## config.mk

```make
export PLATFORM = sky130hd
export DESIGN_NAME = pcie_rx_deframer
export DESIGN_NICKNAME = d
export VERILOG_FILES = /design/src/rtl/pcie_sym_pkg.sv /design/src/rtl/pcie_skp_counter.sv /design/src/rtl/pcie_rx_deframer.sv
export SDC_FILE = /design/constraint.sdc
export NUM_CORES = 1
export LEC_CHECK = 0
export BUFFER_PORTS_ARGS = -buffer_cell sky130_fd_sc_hd__buf_2
export CAP_MARGIN = 25
export CORE_MARGIN = 5
export CORE_UTILIZATION = 54
export CTS_BUF_LIST = sky130_fd_sc_hd__clkbuf_16
export DETAILED_ROUTE_END_ITERATION = 8
export PLACE_DENSITY = 0.78
export SLEW_MARGIN = 10
export SYNTH_ARGS = -nofsm -noshare
export SYNTH_HDL_FRONTEND = slang
export SYNTH_SLANG_ARGS = --single-unit
```

## constraint.sdc

```tcl
create_clock -name CLK_2MHz -period 1.95 [get_ports CLK_2MHz]
set_input_delay 0.585 -clock CLK_2MHz [delete_from_list [all_inputs] [get_ports CLK_2MHz]]
set_output_delay 0.585 -clock CLK_2MHz [all_outputs]
set_load 0.03 [all_outputs]
```

## src/rtl/pcie_sym_pkg.sv

```systemverilog
// Shared symbol codes, deframer state encoding and symbol classification
// for the PCIe receive deframer.
package pcie_sym_pkg;

  localparam logic [7:0] COM = 8'hBC;
  localparam logic [7:0] PAD = 8'hC7;
  localparam logic [7:0] SKP = 8'hAC;
  localparam logic [7:0] STP = 8'hAA;
  localparam logic [7:0] SDP = 8'hE5;
  localparam logic [7:0] END = 8'hF6;
  localparam logic [7:0] EDB = 8'hDF;
  localparam logic [7:0] FTS = 8'hA8;
  localparam logic [7:0] IDL = 8'hAE;

  typedef enum logic [1:0] {
    ST_IDLE   = 2'd0,
    ST_PKT    = 2'd1,
    ST_SKPCHK = 2'd2
  } state_t;

  function automatic logic is_symbol(input logic [7:0] b);
    logic r;
    case (b)
      COM, PAD, SKP, STP, SDP, END, EDB, FTS, IDL: r = 1'b1;
      default:                                     r = 1'b0;
    endcase
    return r;
  endfunction

endpackage

```

## src/rtl/pcie_skp_counter.sv

```systemverilog
// Counts SKP symbols following a COM; done is a combinational strobe on the
// SKP that completes the ordered set, and the count clears itself there.
module pcie_skp_counter #(
  parameter int SKP_N = 3
) (
  input  logic CLK_2MHz,
  input  logic reset,
  input  logic clr,
  input  logic inc,
  output logic done
);

  localparam int CNT_W = $clog2(SKP_N + 1);

  logic [CNT_W-1:0] cnt_r;
  logic [CNT_W-1:0] cnt_inc_s;

  assign cnt_inc_s = cnt_r + CNT_W'(1);
  assign done      = inc && (cnt_inc_s == CNT_W'(SKP_N));

  // SKP count register
  always_ff @(posedge CLK_2MHz or negedge reset) begin
    if (!reset) begin
      cnt_r <= '0;
    end else if (clr || done) begin
      cnt_r <= '0;
    end else if (inc) begin
      cnt_r <= cnt_inc_s;
    end else begin
      cnt_r <= cnt_r;
    end
  end

endmodule

```

## src/rtl/pcie_rx_deframer.sv

```systemverilog
// PCIe receive deframer: extracts STP/SDP framed payload, detects SKP ordered
// sets and flags framing errors. Define PCIE_DEFRAMER_STATS_EN for counters.
module pcie_rx_deframer
  import pcie_sym_pkg::*;
#(
  parameter int MAX_LEN = 32,
  parameter int SKP_N   = 3,
  parameter int LEN_W   = 6
) (
  input  logic             CLK_2MHz,
  input  logic             reset,
  input  logic             ENB,
  input  logic [7:0]       DATA_IN,
  output logic [7:0]       PKT_DATA,
  output logic             PKT_VALID,
  output logic             PKT_SOP,
  output logic             PKT_TYPE,
  output logic             PKT_DONE,
  output logic             PKT_ABORT,
  output logic [LEN_W-1:0] PKT_LEN,
  output logic             SKP_OS,
  output logic             ERR
`ifdef PCIE_DEFRAMER_STATS_EN
  ,
  output logic [15:0]      PKT_CNT,
  output logic [15:0]      ABORT_CNT,
  output logic [15:0]      ERR_CNT
`endif
);

  state_t           state_r, state_nx;
  logic [LEN_W-1:0] len_r, len_nx;
  logic             type_r, type_nx;
  logic [7:0]       data_r, data_nx;
  logic             valid_r, valid_nx;
  logic             sop_r, sop_nx;
  logic             done_r, done_nx;
  logic             abort_r, abort_nx;
  logic [LEN_W-1:0] len_out_r, len_out_nx;
  logic             skp_os_r, skp_os_nx;
  logic             err_r, err_nx;
  logic             skp_clr_s, skp_inc_s, skp_done_s;
  logic             idle_eval_s;

  pcie_skp_counter #(.SKP_N(SKP_N)) u_skp (
    .CLK_2MHz (CLK_2MHz),
    .reset    (reset),
    .clr      (skp_clr_s),
    .inc      (skp_inc_s),
    .done     (skp_done_s)
  );

  // Next-state and next-output decode
  always_comb begin
    state_nx    = state_r;
    len_nx      = len_r;
    type_nx     = type_r;
    data_nx     = data_r;
    valid_nx    = 1'b0;
    sop_nx      = 1'b0;
    done_nx     = 1'b0;
    abort_nx    = 1'b0;
    len_out_nx  = '0;
    skp_os_nx   = 1'b0;
    err_nx      = 1'b0;
    skp_clr_s   = 1'b0;
    skp_inc_s   = 1'b0;
    idle_eval_s = 1'b0;

    if (ENB) begin
      case (state_r)
        ST_IDLE: idle_eval_s = 1'b1;
        ST_PKT: begin
          if (!is_symbol(DATA_IN)) begin
            if (len_r == LEN_W'(MAX_LEN)) begin
              err_nx   = 1'b1;
              state_nx = ST_IDLE;
            end else begin
              valid_nx = 1'b1;
              data_nx  = DATA_IN;
              sop_nx   = (len_r == '0);
              len_nx   = len_r + LEN_W'(1);
            end
          end else begin
            case (DATA_IN)
              END: begin
                if (len_r != '0) begin
                  done_nx    = 1'b1;
                  len_out_nx = len_r;
                end else begin
                  err_nx = 1'b1;
                end
                state_nx = ST_IDLE;
              end
              EDB: begin
                abort_nx = 1'b1;
                state_nx = ST_IDLE;
              end
              STP, SDP: begin
                err_nx  = 1'b1;
                len_nx  = '0;
                type_nx = (DATA_IN == SDP);
              end
              default: begin
                err_nx   = 1'b1;
                state_nx = ST_IDLE;
              end
            endcase
          end
        end
        ST_SKPCHK: begin
          if (DATA_IN == SKP) begin
            skp_inc_s = 1'b1;
            if (skp_done_s) begin
              skp_os_nx = 1'b1;
              state_nx  = ST_IDLE;
            end else begin
              state_nx = ST_SKPCHK;
            end
          end else begin
            idle_eval_s = 1'b1;
          end
        end
        default: state_nx = ST_IDLE;
      endcase

      // A non-SKP byte leaving SKPCHK is judged exactly as IDLE would judge it
      if (idle_eval_s) begin
        case (DATA_IN)
          STP, SDP: begin
            state_nx = ST_PKT;
            len_nx   = '0;
            type_nx  = (DATA_IN == SDP);
          end
          COM: begin
            state_nx  = ST_SKPCHK;
            skp_clr_s = 1'b1;
          end
          END, EDB: begin
            err_nx   = 1'b1;
            state_nx = ST_IDLE;
          end
          default: state_nx = ST_IDLE;
        endcase
      end else begin
        skp_clr_s = skp_clr_s;
      end
    end else begin
      state_nx = state_r;
    end
  end

  // State and registered outputs
  always_ff @(posedge CLK_2MHz or negedge reset) begin
    if (!reset) begin
      state_r   <= ST_IDLE;
      len_r     <= '0;
      type_r    <= 1'b0;
      data_r    <= 8'h00;
      valid_r   <= 1'b0;
      sop_r     <= 1'b0;
      done_r    <= 1'b0;
      abort_r   <= 1'b0;
      len_out_r <= '0;
      skp_os_r  <= 1'b0;
      err_r     <= 1'b0;
    end else begin
      state_r   <= state_nx;
      len_r     <= len_nx;
      type_r    <= type_nx;
      data_r    <= data_nx;
      valid_r   <= valid_nx;
      sop_r     <= sop_nx;
      done_r    <= done_nx;
      abort_r   <= abort_nx;
      len_out_r <= len_out_nx;
      skp_os_r  <= skp_os_nx;
      err_r     <= err_nx;
    end
  end

  assign PKT_DATA  = data_r;
  assign PKT_VALID = valid_r;
  assign PKT_SOP   = sop_r;
  assign PKT_TYPE  = type_r;
  assign PKT_DONE  = done_r;
  assign PKT_ABORT = abort_r;
  assign PKT_LEN   = len_out_r;
  assign SKP_OS    = skp_os_r;
  assign ERR       = err_r;

`ifdef PCIE_DEFRAMER_STATS_EN
  logic [15:0] pkt_cnt_r, abort_cnt_r, err_cnt_r;

  // Saturating event counters, stepped together with their pulse outputs
  always_ff @(posedge CLK_2MHz or negedge reset) begin
    if (!reset) begin
      pkt_cnt_r   <= 16'h0000;
      abort_cnt_r <= 16'h0000;
      err_cnt_r   <= 16'h0000;
    end else begin
      pkt_cnt_r   <= (done_nx  && pkt_cnt_r   != 16'hFFFF) ? pkt_cnt_r   + 16'h0001 : pkt_cnt_r;
      abort_cnt_r <= (abort_nx && abort_cnt_r != 16'hFFFF) ? abort_cnt_r + 16'h0001 : abort_cnt_r;
      err_cnt_r   <= (err_nx   && err_cnt_r   != 16'hFFFF) ? err_cnt_r   + 16'h0001 : err_cnt_r;
    end
  end

  assign PKT_CNT   = pkt_cnt_r;
  assign ABORT_CNT = abort_cnt_r;
  assign ERR_CNT   = err_cnt_r;
`endif

endmodule
```

==> results of run 1 <==
-- repair_timing --
action / CTS / global route
hold buffers: 0 / 0
gates resized for setup: 0 / 3
buffers inserted: 0 / 2
endpoints found under the hold margin: 0 / 0
setup endpoints to repair: 0 / 11
-- flip-flops by register name, indices dropped and copies added, names as in the netlist --
| name | count |
|---|---|
| ERR | 1 |
| PKT_ABORT | 1 |
| PKT_DATA | 8 |
| PKT_DONE | 1 |
| PKT_LEN | 6 |
| PKT_SOP | 1 |
| PKT_TYPE | 1 |
| PKT_VALID | 1 |
| SKP_OS | 1 |
| len_r | 6 |
| state_r | 2 |
| u_skp.cnt_r | 2 |
-- per-layer routing --
| metal | up-vias | GRT usage | wire length (um) |
|---|---|---|---|
| li1 | 707 | - | - |
| met1 | 703 | 0.2327 | 1560 |
| met2 | 48 | 0.3489 | 1893 |
| met3 | 10 | 0.04615 | 221 |
| met4 | 0 | 0.1192 | 108 |
| met5 | - | 0 | 0 |
-- area by class of cell --
cell class | instances | area [um^2] | area share
multi-input combinational | 115 | 878.3 | 0.3928
sequential | 31 | 775.7 | 0.3470
timing repair buffer | 61 | 380.4 | 0.1701
clock buffer | 5 | 125.1 | 0.05596
tap | 33 | 41.29 | 0.01847
inverter | 7 | 26.28 | 0.01175
clock inverter | 2 | 8.758 | 0.003917
-- worst max path at each step --
stage                     from     endpoint  slack (ns)
floorplan           DATA_IN[3]  PKT_DATA[0]       -0.05
global placement    DATA_IN[0]  PKT_DATA[3]       -0.15
detailed placement  DATA_IN[0]  PKT_DATA[7]       -0.23
CTS                 DATA_IN[3]     len_r[1]        0.05
global route        DATA_IN[3]  PKT_DATA[7]       0.001
finish              DATA_IN[3]  PKT_DATA[7]        0.08
-- where the power goes --
group | internal, mW | leakage (nW) | total (mW) | switching, mW
sequential | 0.733 | 0.385 | 0.810 | 0.0774
combinational | 0.233 | 0.697 | 0.523 | 0.290
clock | 0.456 | 0.0671 | 0.713 | 0.256
-- cells by family (layout without fill, tap and decap cells) --
| group | count (synthesis) | in the layout |
|---|---|---|
| muxes | 10 | 10 |
| and+or+nand+nor | 65 | 65 |
| AOI/OAI and AO/OA | 37 | 37 |
| DFF | 31 | 31 |
| adders and majority gates | 3 | 3 |
| buffers and inverters | 12 | 75 |
-- stage by stage --
stage	hold WS [ns]	utilization	area, um^2	setup TNS (ns)
2_1_floorplan	0.2894	-	1689	-0.3804
3_3_place_gp	0.4701	0.6888	2068	-2.074
3_5_place_dp	0.4761	0.6888	2068	-3.471
4_1_cts	0.3728	0.7333	2202	0
5_1_grt	0.4050	0.7446	2236	0
6_report	0.3437	0.7446	2236	0
-- cell usage in the layout (no fill, tap or decap), types with 3 or more instances in the layout --
cell type,count
sky130_fd_sc_hd__ha_1,3
sky130_fd_sc_hd__nand2b_1,7
sky130_fd_sc_hd__buf_4,30
sky130_fd_sc_hd__a21o_1,4
sky130_fd_sc_hd__nor2_1,12
sky130_fd_sc_hd__inv_1,6
sky130_fd_sc_hd__nand2_1,9
sky130_fd_sc_hd__a31oi_1,4
sky130_fd_sc_hd__buf_2,31
sky130_fd_sc_hd__and3_1,6
sky130_fd_sc_hd__mux2_1,9
sky130_fd_sc_hd__clkbuf_16,5
sky130_fd_sc_hd__a21oi_1,7
sky130_fd_sc_hd__nand3_1,6
sky130_fd_sc_hd__and2_1,5
sky130_fd_sc_hd__dfrtp_1,31
==> results.txt, run 1 <==
number of design-rule violations left by the first detailed-router iteration = 80
Seq cells post-synth = 31
parity-gate share of the synthesized area counting xor and xnor cells = 0
total chip power = 2.046 mW
NumNets Final = 235
top cells by area in the synthesized netlist = sky130_fd_sc_hd__dfrtp_1 (47%), sky130_fd_sc_hd__mux2_1 (6.1%), sky130_fd_sc_hd__nor2_1 (2.7%)
area inside the core boundary = 0.003003 mm^2
Placed Cells incl. Taps = 245
Setup CP Type = input port to flop
standby leakage power = 1.149 nW
WP buf/inv = 2
Post-synth EDFFs = 0
syn avg cell area = 10.49 um^2
via count = 1468
vias in the first global route = 1507
diodes inserted = 0
number of antenna-violating nets in the routed design = 0
cts bufs inserted = 5
Port Buffers = 31
final worst path period share = 0.9601
final number of setup-violating endpoints = 0
post-route minimum period = 1.872 ns
length of the first detailed-routing pass in iterations = 4
Clock Path Buffers = 2
max-slew headroom at the worst pin = 0.5470
library cell with the highest instance count after synthesis = sky130_fd_sc_hd__dfrtp_1
simple-gate area share of the yosys netlist = 0.2392
endpoint of the worst register-to-register path = state_r[0]
die area = 0.004278 mm^2
CP peak stage delay = 0.33 ns
Post-Place Setup Slack = -0.2337 ns
crit path capture type = flop
max-cap check violation count = 0
clock-pin slew of the registers on the worst-case setup and hold paths = 0.05 ns
path length in cells of the critical path = 8
most frequently used flop master after synthesis = sky130_fd_sc_hd__dfrtp_1
Post-Route Skew = 0.002577 ns
yosys warns = 0
depth of the worst register-to-register path = 7
number of failing hold endpoints at the final stage = 0
kind of cell adding the most delay to the critical path = simple AND/OR/NAND/NOR gates
proportion of netlist area held by the largest area contributor = 0.4679
total congestion overflow after global routing = 0
type of the worst min-delay path = input port to async pin
share of post-route cells with drive strength above 1 = 0.3620
fin worst setup slack = 0.07789 ns
DRC violations left = 0
cell count after synthesis = 158
final cell count without fillers = 254
Max Clk Rate = 0.5342 GHz
area growth from synthesis to final layout = 34.87%
number of core rows = 20
largest family of logic cells by synthesized area = simple AND/OR/NAND/NOR gates
Data arrival, critical path = 2.03 ns
global placer's final weighted congestion = 0.9426
Mapped Nets = 172
pins over their slew limit = 0
portion of the post-synthesis area used by sequential elements = 0.4679
number of filler instances in the final layout = 222
routed len/inst = 14.90 um
unique cell type count in the Yosys netlist = 48
die extent in y = 65.41 um
biggest fanout along the worst timing path = 9
post-detailed-route via-to-cell ratio = 5.780
CTS tree = built
Startpoint Class = input port
initial antenna violation count = 0
Die Span X = 65.41 um
detailed-route wire length = 3784 um
global-route wire length before repair = 6637 um
Slowest cell on crit path = sky130_fd_sc_hd__mux2_1
Initial Utilization = 0.5521
number of levels the H-tree was split into = 2
maximum number of pins on one net before global-route repair = 32
cell taking the most area after synthesis = sky130_fd_sc_hd__dfrtp_1
post-synthesis share of cell area spent on full adders, half adders and majority gates = 0.02264
register-to-register setup slack = 0.18 ns
power density cells = 915.2 mW/mm^2
Detail Placement HPWL = 2909 um
IO Pins = 32
slew of the pin with the lowest slew margin = 0.6795 ns
critical path, cell by cell = buf_2 -> nand4b_1 -> buf_4 -> nor2_4 -> nor3_4 -> and2_4 -> nand2_8 -> mux2_1
CTS sink count = 31
cell at the root of the clock tree = sky130_fd_sc_hd__clkbuf_16
maximum vdd drop = 0.6555 mV
run status = completed
clock insertion delay at the later pin of the skew report = 0.28 ns
post-synthesis compound-gate area fraction = 0.1706
proportion of synthesized area in mux cells = 0.06717
launch instance of the worst register-to-register path = len_r[1]
All-Layer GR Usage = 0.2044
Syn Std Cell Area = 0.001658 mm^2
most instantiated cells after synthesis = sky130_fd_sc_hd__dfrtp_1 (31), sky130_fd_sc_hd__nor2_1 (12), sky130_fd_sc_hd__mux2_1 (9), sky130_fd_sc_hd__nand2_1 (9), sky130_fd_sc_hd__a21oi_1 (8)
required time reported for the critical path endpoint = 2.11 ns
setup repair after global routing missed its margin = no
Synth async-reset ratio = 1.000
No activity file was read; power rests on OpenSTA's default activity.
==> run 2, diff against run 1 <==
--- a/config.mk
+++ b/config.mk
@@ -8,11 +8,12 @@
 export BUFFER_PORTS_ARGS = -buffer_cell sky130_fd_sc_hd__buf_2
 export CAP_MARGIN = 25
 export CORE_MARGIN = 5
-export CORE_UTILIZATION = 54
+export CORE_UTILIZATION = 53
 export CTS_BUF_LIST = sky130_fd_sc_hd__clkbuf_16
 export DETAILED_ROUTE_END_ITERATION = 8
-export PLACE_DENSITY = 0.78
+export PLACE_DENSITY = 0.77
 export SLEW_MARGIN = 10
 export SYNTH_ARGS = -nofsm -noshare
 export SYNTH_HDL_FRONTEND = slang
+export SYNTH_HIERARCHICAL = 1
 export SYNTH_SLANG_ARGS = --single-unit
==> results.txt, run 2 <==
run status = complete, but fails checks
violations in the final reports = setup timing
IO Pins = 32 (unchanged)
Met3 Wirelength = 251 um (+14%)
endpoint of the worst register-to-register path = PKT_DATA[0]
Post-Route Skew = 0.004866 ns (+0.002289 ns)
vias in the first global route = 1357 (-10%)
routed len/inst = 16.85 um (+13%)
Startpoint Class = input port
CTS sink count = 31 (unchanged)
area growth from synthesis to final layout = 43.60%
proportion of netlist area held by the largest area contributor = 0.4960 (+0.02808)
total congestion overflow after global routing = 0 (unchanged)
initial antenna violation count = 0 (unchanged)
area inside the core boundary = 0.002781 mm^2 (-7.4%)
Mapped Nets = 159 (-7.6%)
die extent in y = 64.32 um (-1.7%)
cts bufs inserted = 5 (unchanged)
global placer's final weighted congestion = 0.8762 (-7.0%)
routed wire length on met2 = 2079 um (+9.8%)
NumNets Final = 225 (-4.3%)
max FFs per register = 8 (unchanged)
fin worst setup slack = -0.05135 ns (-0.1292 ns)
setup repair after global routing missed its margin = yes
number of levels the H-tree was split into = 2 (unchanged)
Initial Utilization = 0.5623 (+0.01022)
top cells by area in the synthesized netlist = sky130_fd_sc_hd__dfrtp_1 (50%), sky130_fd_sc_hd__mux2_2 (5.8%), sky130_fd_sc_hd__and2_1 (4.0%)
depth of the worst register-to-register path = 7 (unchanged)
maximum vdd drop = 1.063 mV (+62%)
hold_buf cts = 0 (unchanged)
cell at the root of the clock tree = sky130_fd_sc_hd__clkbuf_16
most frequent cells in the layout = sky130_fd_sc_hd__dfrtp_1 (31), sky130_fd_sc_hd__buf_4 (30), sky130_fd_sc_hd__buf_2 (28)
Post-Place Setup Slack = -0.3482 ns (-0.1145 ns)
standby leakage power = 1.106 nW (-3.8%)
Routed met1 length = 1611 um (+3.3%)
Clock Path Buffers = 2 (unchanged)
Die Span X = 64.32 um (-1.7%)
required time reported for the critical path endpoint = 2.10 ns (about the same)
Setup CP Type = input port to flop
post-route minimum period = 2.001 ns (+0.1292 ns)
yosys warns = 6 (+6)
die area = 0.004137 mm^2 (-3.3%)
number of design-rule violations left by the first detailed-router iteration = 104 (+30%)
share of post-route cells with drive strength above 1 = 0.4340 (+0.07197)
final number of setup-violating endpoints = 8 (+8)
syn avg cell area = 10.79 um^2 (+2.8%)
register-to-register setup slack = 0.10 ns (-0.08 ns)
area used by sequential logic in the layout = 775.7 um^2 (unchanged)
clock insertion delay at the later pin of the skew report = 0.28 ns (about the same)
detailed-route wire length = 4095 um (+8.2%)
Placed Cells incl. Taps = 229 (-6.5%)
library cell with the highest instance count after synthesis = sky130_fd_sc_hd__dfrtp_1
cell taking the most area after synthesis = sky130_fd_sc_hd__dfrtp_1
power density cells = 941.2 mW/mm^2 (+2.8%)
Max Clk Rate = 0.4997 GHz (-6.5%)
cell count after synthesis = 145 (-8.2%)
crit path capture type = flop
All-Layer GR Usage = 0.1854 (-0.01894)
launch instance of the worst register-to-register path = len_r[1]
max-cap check violation count = 0 (unchanged)
Port Buffers = 31 (unchanged)
post-detailed-route via-to-cell ratio = 5.770 (-0.17%)
number of core rows = 19 (-5.0%)
Detail Placement HPWL = 2617 um (-10%)
final cell count without fillers = 243 (-4.3%)
CTS tree = built
final worst path period share = 1.026 (+0.06628)
global-route wire length before repair = 6085 um (-8.3%)
Seq cells post-synth = 31 (unchanged)
diodes inserted = 0 (unchanged)
leading cell type in the layout, fill and taps excluded = sky130_fd_sc_hd__dfrtp_1
portion of the post-synthesis area used by sequential elements = 0.4960 (+0.02808)
Syn Std Cell Area = 0.001564 mm^2 (-5.7%)
most frequently used flop master after synthesis = sky130_fd_sc_hd__dfrtp_1
total area of multi-input combinational cells = 834.6 um^2 (-5.0%)
placement-stage cell area = 0.001953 mm^2 (-5.6%)
unique cell type count in the Yosys netlist = 44 (-8.3%)
max-slew headroom at the worst pin = 0.5573 (+0.01030)
number of antenna-violating nets in the routed design = 0 (unchanged)
Data arrival, critical path = 2.16 ns (+0.13 ns)
most instantiated cells after synthesis = sky130_fd_sc_hd__dfrtp_1 (31), sky130_fd_sc_hd__nand2_1 (11), sky130_fd_sc_hd__and2_1 (10), sky130_fd_sc_hd__nor2_1 (10)
Top Layer Used = met4
DRC violations left = 0 (unchanged)
via count = 1402 (-4.5%)
Post-synth EDFFs = 0 (unchanged)
biggest fanout along the worst timing path = 6 (-3)
slew of the pin with the lowest slew margin = 0.6640 ns (-0.01545 ns)
clock-pin slew of the registers on the worst-case setup and hold paths = 0.05 ns (about the same)
number of filler instances in the final layout = 165 (-26%)
design area = 0.002246 mm^2 (+0.45%)
Synth async-reset ratio = 1.000 (unchanged)
maximum number of pins on one net before global-route repair = 32 (unchanged)
type of the worst min-delay path = input port to async pin
length of the first detailed-routing pass in iterations = 5 (+1)
number of failing hold endpoints at the final stage = 0 (unchanged)
pins over their slew limit = 0 (unchanged)
==> run 2: cell types whose count changed after synthesis, moves of 4 or more <==
cell                      before  now
sky130_fd_sc_hd__a21oi_1       8    3
sky130_fd_sc_hd__mux2_2        0    8
sky130_fd_sc_hd__and3_1        6    1
sky130_fd_sc_hd__and2_1        5   10
sky130_fd_sc_hd__mux2_1        9    0
sky130_fd_sc_hd__nor4_1        0    4
==> run 2: area by class of cell <==
cell class                 count  share of cell area
clock inverter                 3             0.01727
inverter                       8             0.01337
timing repair buffer          61              0.1794
clock buffer                   5             0.05571
sequential                    31              0.3454
multi-input combinational    104              0.3716
tap                           31             0.01727
==> run 2: what timing repair did <==
item	4_1_cts	5_1_grt
resized for setup	2	18
setup endpoints to repair	13	20
buffers inserted	1	5
pin swaps	1	9
==> run 2: cells by family (layout without fill, tap and decap cells) <==
kind of cell / Yosys count / count (layout) / share of synthesized area
AND/OR/NAND/NOR: 63 / 63 / 0.2336
flip-flops: 31 / 31 / 0.4960
AO/OA/AOI/OAI: 29 / 29 / 0.1536
buffers and inverters: 10 / 77 / 0.02960
multiplexers: 8 / 8 / 0.05760
adder cells (fa/ha/maj): 3 / 3 / 0.02400
XOR/XNOR: 1 / 1 / 0.005601
==> run 2: worst max-delay path by stage <==
stage,from,to,slack (ns),cells after the start
2_1_floorplan,DATA_IN[3],ERR,-0.13,7
3_3_place_gp,DATA_IN[0],len_r[1],-0.28,6
3_5_place_dp,DATA_IN[3],PKT_DATA[4],-0.35,6
4_1_cts,DATA_IN[0],u_skp/cnt_r[0],-0.04,6
5_1_grt,DATA_IN[0],ERR,-0.11,7
6_report,DATA_IN[6],len_r[0],-0.05,7
==> run 2: metal layers <==
| layer | vias up | global-route usage |
|---|---|---|
| li1 | 658 | - |
| met1 | 666 | 0.2230 |
| met2 | 61 | 0.2998 |
| met3 | 17 | 0.06480 |
| met4 | 0 | 0.07888 |
| met5 | - | 0 |
==> run 2: report_power, final <==
part / switching, mW / total [mW] / leakage (nW) / internal [mW]
Clock: 0.265 / 0.859 / 0.0812 / 0.594
Sequential: 0.0786 / 0.797 / 0.395 / 0.719
Combinational: 0.244 / 0.458 / 0.629 / 0.214
Total: 0.587 / 2.11 / 1.11 / 1.53
==> run 2: per-stage QoR <==
step / TNS [ns] / utilization / power [mW] / hold slack, ns
final: -0.2040 / 0.8075 / 2.114 / 0.3418
after floorplan: -1.673 / - / 1.048 / 0.2894
after global routing: -0.7443 / 0.8075 / 2.220 / 0.4007
after global placement: -4.924 / 0.7022 / 1.208 / 0.4626
after detailed placement: -5.813 / 0.7022 / 1.222 / 0.4939
after CTS: -0.2664 / 0.7652 / 2.083 / 0.3696
==> run 2: worst max-delay path: stages <==
cell and delay [ns]:
sky130_fd_sc_hd__buf_2 0.10, sky130_fd_sc_hd__buf_4 0.10, sky130_fd_sc_hd__nand3_1 0.15, sky130_fd_sc_hd__or4_1 0.59
sky130_fd_sc_hd__and2_4 0.22, sky130_fd_sc_hd__a2bb2oi_2 0.16, sky130_fd_sc_hd__a32o_1 0.24
